<file path="src/rtl/dsc_reg_snapshot_if.sv">
// dsc_reg_snapshot_if: register-file debug port and debug-screen read port bundle
interface dsc_reg_snapshot_if #(
  parameter int ADDR_W = 5,
  parameter int DATA_W = 32
);
  logic [ADDR_W-1:0] rf_addr;
  logic [DATA_W-1:0] rf_data;
  logic              cpu_rd_busy;
  logic [ADDR_W-1:0] ds_addr;
  logic [DATA_W-1:0] ds_data;

  modport master (
    output rf_addr,
    output ds_data,
    input  rf_data,
    input  cpu_rd_busy,
    input  ds_addr
  );

  modport slave (
    input  rf_addr,
    input  ds_data,
    output rf_data,
    output cpu_rd_busy,
    output ds_addr
  );
endinterface

</file>
<file path="src/rtl/dsc_reg_snapshot.sv">
// dsc_reg_snapshot: frame-synchronous CPU register snapshot into a shadow buffer for the debug screen.
// Optional double-buffered shadow enabled by defining DSC_SNAP_DBUF_EN.
module dsc_reg_snapshot #(
  parameter int NUM_REGS  = 32,
  parameter int ADDR_W    = 5,
  parameter int DATA_W    = 32,
  parameter int VSYNC_POL = 0,
  parameter int CNT_W     = 16
) (
  input  logic             clk,
  input  logic             resetn,
  input  logic             vsync,
  input  logic             freeze,
  dsc_reg_snapshot_if.master bus,
  output logic             snap_busy,
  output logic             snap_done,
  output logic             overrun,
  output logic [CNT_W-1:0] frame_cnt
);

  typedef enum logic [1:0] {IDLE, COPY, DONE} state_t;

  localparam logic VS_ACT = 1'(VSYNC_POL);
  localparam logic [ADDR_W-1:0] LAST = ADDR_W'(NUM_REGS - 1);

  state_t            state, state_nx;
  logic [ADDR_W-1:0] idx, idx_nx;
  logic              vsync_d;
  logic              vs_edge;
  logic              wr_en;

  assign vs_edge     = (vsync == VS_ACT) && (vsync_d != VS_ACT);
  assign wr_en       = (state == COPY) && !bus.cpu_rd_busy;
  assign snap_busy   = (state == COPY);
  assign snap_done   = (state == DONE);
  assign bus.rf_addr = (state == COPY) ? idx : '0;

  // vsync delay flop for assert-edge detection; resets to the inactive level
  always_ff @(posedge clk or negedge resetn)
    if (!resetn) vsync_d <= ~VS_ACT;
    else         vsync_d <= vsync;

  // FSM state and copy index registers
  always_ff @(posedge clk or negedge resetn)
    if (!resetn) begin
      state <= IDLE;
      idx   <= '0;
    end else begin
      state <= state_nx;
      idx   <= idx_nx;
    end

  // next-state: start on an unfrozen vsync edge, step idx on unstalled cycles, one DONE cycle
  always_comb begin
    state_nx = state;
    idx_nx   = idx;
    unique case (state)
      IDLE: if (vs_edge && !freeze) begin
        state_nx = COPY;
        idx_nx   = '0;
      end
      COPY: if (!bus.cpu_rd_busy) begin
        state_nx = (idx == LAST) ? DONE : COPY;
        idx_nx   = (idx == LAST) ? '0 : idx + 1'b1;
      end
      DONE: state_nx = IDLE;
      default: state_nx = IDLE;
    endcase
  end

  // sticky overrun: a new frame started before the previous copy finished
  always_ff @(posedge clk or negedge resetn)
    if (!resetn)                          overrun <= 1'b0;
    else if ((state == COPY) && vs_edge)  overrun <= 1'b1;

  // completed-snapshot counter, wraps naturally
  always_ff @(posedge clk or negedge resetn)
    if (!resetn)              frame_cnt <= '0;
    else if (state == DONE)   frame_cnt <= frame_cnt + 1'b1;

`ifdef DSC_SNAP_DBUF_EN
  logic              bank;
  logic [DATA_W-1:0] shadow [2][NUM_REGS];

  // front-bank select flips as DONE is left so the screen only sees whole snapshots
  always_ff @(posedge clk or negedge resetn)
    if (!resetn)             bank <= 1'b0;
    else if (state == DONE)  bank <= ~bank;

  // copy writes the back bank; both banks clear on reset
  always_ff @(posedge clk or negedge resetn)
    if (!resetn)     shadow <= '{default: '{default: '0}};
    else if (wr_en)  shadow[~bank][idx] <= bus.rf_data;

  assign bus.ds_data = shadow[bank][bus.ds_addr];
`else
  logic [DATA_W-1:0] shadow [NUM_REGS];

  // single bank updated in place; the copy runs during vertical blanking
  always_ff @(posedge clk or negedge resetn)
    if (!resetn)     shadow <= '{default: '0};
    else if (wr_en)  shadow[idx] <= bus.rf_data;

  assign bus.ds_data = shadow[bus.ds_addr];
`endif

endmodule

</file>
<file path="src/flat_wrapper.sv">
// flat-port wrapper written by rule: the top's interface ports become plain ports
module dsc_reg_snapshot_flat 
#(
  parameter int NUM_REGS  = 32,
  parameter int ADDR_W    = 5,
  parameter int DATA_W    = 32,
  parameter int VSYNC_POL = 0,
  parameter int CNT_W     = 16
)
  (clk, resetn, vsync, freeze, snap_busy, snap_done, overrun, frame_cnt, bus_rf_addr, bus_ds_data, bus_rf_data, bus_cpu_rd_busy, bus_ds_addr);
  dsc_reg_snapshot_if #(.ADDR_W(ADDR_W), .DATA_W(DATA_W)) bus_i ();
  input  logic clk;
  input  logic resetn;
  input  logic vsync;
  input  logic freeze;
  output logic snap_busy;
  output logic snap_done;
  output logic overrun;
  output logic [CNT_W-1:0] frame_cnt;
  output wire logic [$bits(bus_i.rf_addr)-1:0] bus_rf_addr;
  output wire logic [$bits(bus_i.ds_data)-1:0] bus_ds_data;
  input wire logic [$bits(bus_i.rf_data)-1:0] bus_rf_data;
  input wire logic [$bits(bus_i.cpu_rd_busy)-1:0] bus_cpu_rd_busy;
  input wire logic [$bits(bus_i.ds_addr)-1:0] bus_ds_addr;
  assign bus_rf_addr = bus_i.rf_addr;
  assign bus_ds_data = bus_i.ds_data;
  assign bus_i.rf_data = bus_rf_data;
  assign bus_i.cpu_rd_busy = bus_cpu_rd_busy;
  assign bus_i.ds_addr = bus_ds_addr;
  dsc_reg_snapshot #(.NUM_REGS(NUM_REGS), .ADDR_W(ADDR_W), .DATA_W(DATA_W), .VSYNC_POL(VSYNC_POL), .CNT_W(CNT_W)) u_core (.clk(clk), .resetn(resetn), .vsync(vsync), .freeze(freeze), .bus(bus_i), .snap_busy(snap_busy), .snap_done(snap_done), .overrun(overrun), .frame_cnt(frame_cnt));
endmodule
</file>
<file path="config.mk">
export PLATFORM = sky130hd
export DESIGN_NAME = dsc_reg_snapshot_flat
export DESIGN_NICKNAME = d
export VERILOG_FILES = /design/src/rtl/dsc_reg_snapshot_if.sv /design/src/rtl/dsc_reg_snapshot.sv /design/src/flat_wrapper.sv
export SDC_FILE = /design/constraint.sdc
export NUM_CORES = 1
export LEC_CHECK = 0
export BUFFER_PORTS_ARGS = -buffer_cell sky130_fd_sc_hd__buf_2
export CAP_MARGIN = 25
export CORE_MARGIN = 2
export CORE_UTILIZATION = 63
export CTS_BUF_LIST = sky130_fd_sc_hd__clkbuf_16
export DETAILED_ROUTE_END_ITERATION = 12
export MAX_ROUTING_LAYER = met4
export PLACE_DENSITY_LB_ADDON = 0.3
export SYNTH_ARGS = -nofsm -noshare
export SYNTH_HDL_FRONTEND = slang
export SYNTH_SLANG_ARGS = --single-unit
</file>
<file path="constraint.sdc">
create_clock -name clk -period 4 [get_ports clk]
set_input_delay 1.2 -clock clk [delete_from_list [all_inputs] [get_ports clk]]
set_output_delay 1.2 -clock clk [all_outputs]
set_load 0.02 [all_outputs]
</file>
==> impl_metrics.py <==
metrics = {
    "place": {
        "post-place-ws_ns": -0.04673,
        "placement.io_buffers": 97,
        "globalplace.congestion": 0.8635,
        "dpl.hpwl_um": 75270,
    },
    "setup_path": {
        "cell_by_cell_listing_of_the_critical_path": "buf_4 -> nor2_4 -> buf_12 -> buf_12 -> a22o_1 -> nor3_1 -> a31oi_1 -> nand3_1 -> buf_2",
        "critPathBufInv": 4,
        "worstSetupStartpointType": "input pin",
        "critical-path-top-cell-by-count": "buf_12",
        "critPathArrivalTime_ns": 2.81,
        "depth_of_the_worst_register_to_register_path": 4,
        "cp_slowest_stage_delay_ns": 0.26,
        "critPathCaptureType": "output port",
        "largest_fanout_on_the_critical_path": 15,
        "critical_path_cell_count": 9,
        "crit_family": "buffers and inverters",
        "critPathKind": "in -> out",
        "timing.critical_path.required_ns": 2.80,
        "cp_slowest_cell": "a31oi_1",
    },
    "logic_synthesis": {
        "synth.net_count": 3606,
        "synth-warning-count": 0,
        "synth_largest_area_cell": "dfrtp_1",
        "synthArstFlopShare": 1.000,
        "postSynthAreaPerCell_um2": 13.51,
        "synth_sequential_area_ratio": 0.5460,
        "synth_top_cell_area_share": 0.5455,
        "synthCells": 3558,
        "mappedNetlistArea_um2": 48080,
        "synth_top_cells_by_area": "dfrtp_1, mux2_2, mux2i_1, mux2_1, buf_2",
        "yosysMostFrequentCell": "dfrtp_1",
        "synth.cells.most_frequent": "dfrtp_1, mux2_2, mux2i_1",
        "synth.distinct_cells": 35,
        "synth_ff_type": "dfrtp_1",
        "synth_enable_flop_cells": 0,
        "ys_seq_elements": 1049,
    },
    "sta": {
        "maxSlewViolCount": 0,
        "final-setup-viol-count": 1,
        "final_hold_viol_count": 0,
        "period_share": 1.003,
        "timing.hold.ws_ns": 0.4755,
        "timing.final.ws_setup_ns": -0.01099,
        "max_slew_margin": 0.3002,
        "final.setup_skew_ns": 0.02400,
        "maxClockFrequency_mhz": 249.3,
        "timing_worst_slew_pin_value_ns": 1.046,
        "finalCriticalPeriod_ns": 4.011,
    },
    "grt": {
        "number_of_global_route_vias_before_repair": 32767,
        "antenna_violations_before_repair": 4,
        "grt_pass1_wl_um": 195800,
        "grt_remaining_overflow": 0,
        "grt_use_total": 0.3366,
        "grt_max_degree": 123,
    },
    "clock_network": {
        "cts.hold.buffers_added": 0,
        "cts_tree": "done",
        "clkSlewWorstSetupHoldPaths_ns": 0.06,
        "cts_htree_levels": 3,
        "cts_buffers": 108,
        "clock_insertion_delay_worst_skew_ns": 0.68,
        "root_buffer": "clkbuf_16",
        "clock_sinks": 1049,
        "clockBufferDepth": 3,
    },
    "floorplanning": {
        "io-pin-count": 98,
        "die_area_um2": 78540,
        "start_util": 0.6351,
        "coreArea_um2": 75700,
        "rows": 101,
        "die_h_um": 280.3,
        "horizontal_die_dimension_um": 280.3,
    },
    "finish": {
        "fraction_of_final_layout_cells_sized_beyond_drive_strength_1": 0.3936,
        "finalNetCount": 3716,
        "layout.filler_cells": 4705,
        "area_growth_syn_to_layout_pct": 15.01,
    },
    "outcome": {
        "violations_in_the_final_reports": "negative setup slack",
        "outcome": "finished, violations left",
    },
    "power": {
        "max-vdd-ir-drop_mv": 0.4040,
        "leakagePower_nw": 27.77,
        "power_density_nw_per_um2": 550.4,
    },
    "min_path": {
        "cell_depth_of_the_worst_min_delay_path": 1,
        "hold_path.class": "reg -> reg",
    },
    "routing": {
        "first_pass_iters": 5,
        "antenna_violating_nets_post_route": 0,
        "vias": 31028,
        "detail_route.wirelength_um": 130900,
        "first_iter_violations": 2564,
        "route.detailed.drc": 0,
        "route.detailed.vias_per_inst": 6.546,
        "wire_length_per_cell_um": 27.61,
    },
    "flow_run": {
        "drv.max_cap_violation_count": 0,
    },
}
## cell usage in the layout (no fill, tap or decap), types with 15 or more instances in the layout
cell type / count
buf_4: 130
clkinv_1: 27
a22o_1: 65
buf_12: 67
a21oi_1: 97
mux2_1: 80
dfrtp_1: 1048
buf_2: 90
nand3_1: 99
clkbuf_16: 126
nand2_2: 17
mux2i_1: 511
a31oi_1: 29
nand2_1: 108
a22oi_1: 96
nor2_4: 18
mux2_2: 945
bufinv_16: 15
inv_1: 23
clkinv_2: 22
nor3_1: 28
## cells by family after synthesis
group | share of synthesized area
adders and majority gates | 0.001561
DFF | 0.5460
xor gates and xnor gates | 0.002732
muxes | 0.3467
AOI/OAI and AO/OA | 0.04208
buffers and inverters | 0.02951
and+or+nand+nor | 0.03141
## state kept, by name, indices dropped and copies added, names as in the netlist
signal            cells
u_core.shadow      1024
u_core.frame_cnt     16
u_core.idx            5
u_core.state          2
u_core.overrun        1
u_core.vsync_d        1
## worst paths after layout
kind                                       from              endpoint  slack (ns)
setup / recovery                 bus_ds_addr[2]       bus_ds_data[19]       -0.01
hold / removal             u_core.frame_cnt[15]  u_core.frame_cnt[15]        0.48
setup reg to reg                  u_core.idx[2]    u_core.shadow[771]        1.14
hold reg to reg            u_core.frame_cnt[15]  u_core.frame_cnt[15]        0.48
max in group asynchronous                resetn    u_core.shadow[978]        2.28
min in group asynchronous                resetn    u_core.shadow[645]        0.56
## final cells by class
class                      instances  area (um2)  share of cell area
sequential                      1049       26250              0.4747
tap                              978        1224             0.02213
clock inverter                    91       828.3             0.01498
timing repair buffer             323        3513             0.06354
inverter                           4       15.01           0.0002715
antenna                            2       5.005          0.00009051
clock buffer                     111        2778             0.05023
multi-input combinational       2182       20680              0.3740
## metrics by stage
step,instance area (um2),TNS [ns],util,total power [mW],cells
3_3_place_gp,50890,-0.06142,0.6723,19.58,4502
6_report,55300,-0.01099,0.7305,30.43,4740
4_1_cts,54530,-0.08647,0.7204,30.30,4704
5_1_grt,55300,-0.1646,0.7305,31.60,4740
2_1_floorplan,48080,0,-,18.11,3558
3_5_place_dp,50890,-0.1225,0.6723,20.11,4502
## report_power, final
part / internal, mW / switching [mW]
sequential: 13.0 / 1.35
combinational: 3.14 / 2.76
clock: 5.98 / 4.22
total: 22.1 / 8.33
## worst register-to-register path: stages (launching register included)
cell	delay (ns)
dfrtp_1	0.59
nor3b_1	0.64
nand2_2	0.78
buf_4	0.45
mux2_2	0.28
## routing by layer
layer,track usage,wire (um)
met1,0.4381,53390
met2,0.5370,63520
met3,0.05288,8477
met4,0.1279,5473
met5,-,0
## what timing repair did
| action | in CTS | in global routing |
|---|---|---|
| pin swaps | 1 | 11 |
| gates resized for setup | 6 | 38 |
| cloned | 0 | 16 |
| setup buffers | 0 | 18 |
| endpoints found under the setup margin | 6 | 30 |
Note: power is estimated with default switching activity, not from simulation.
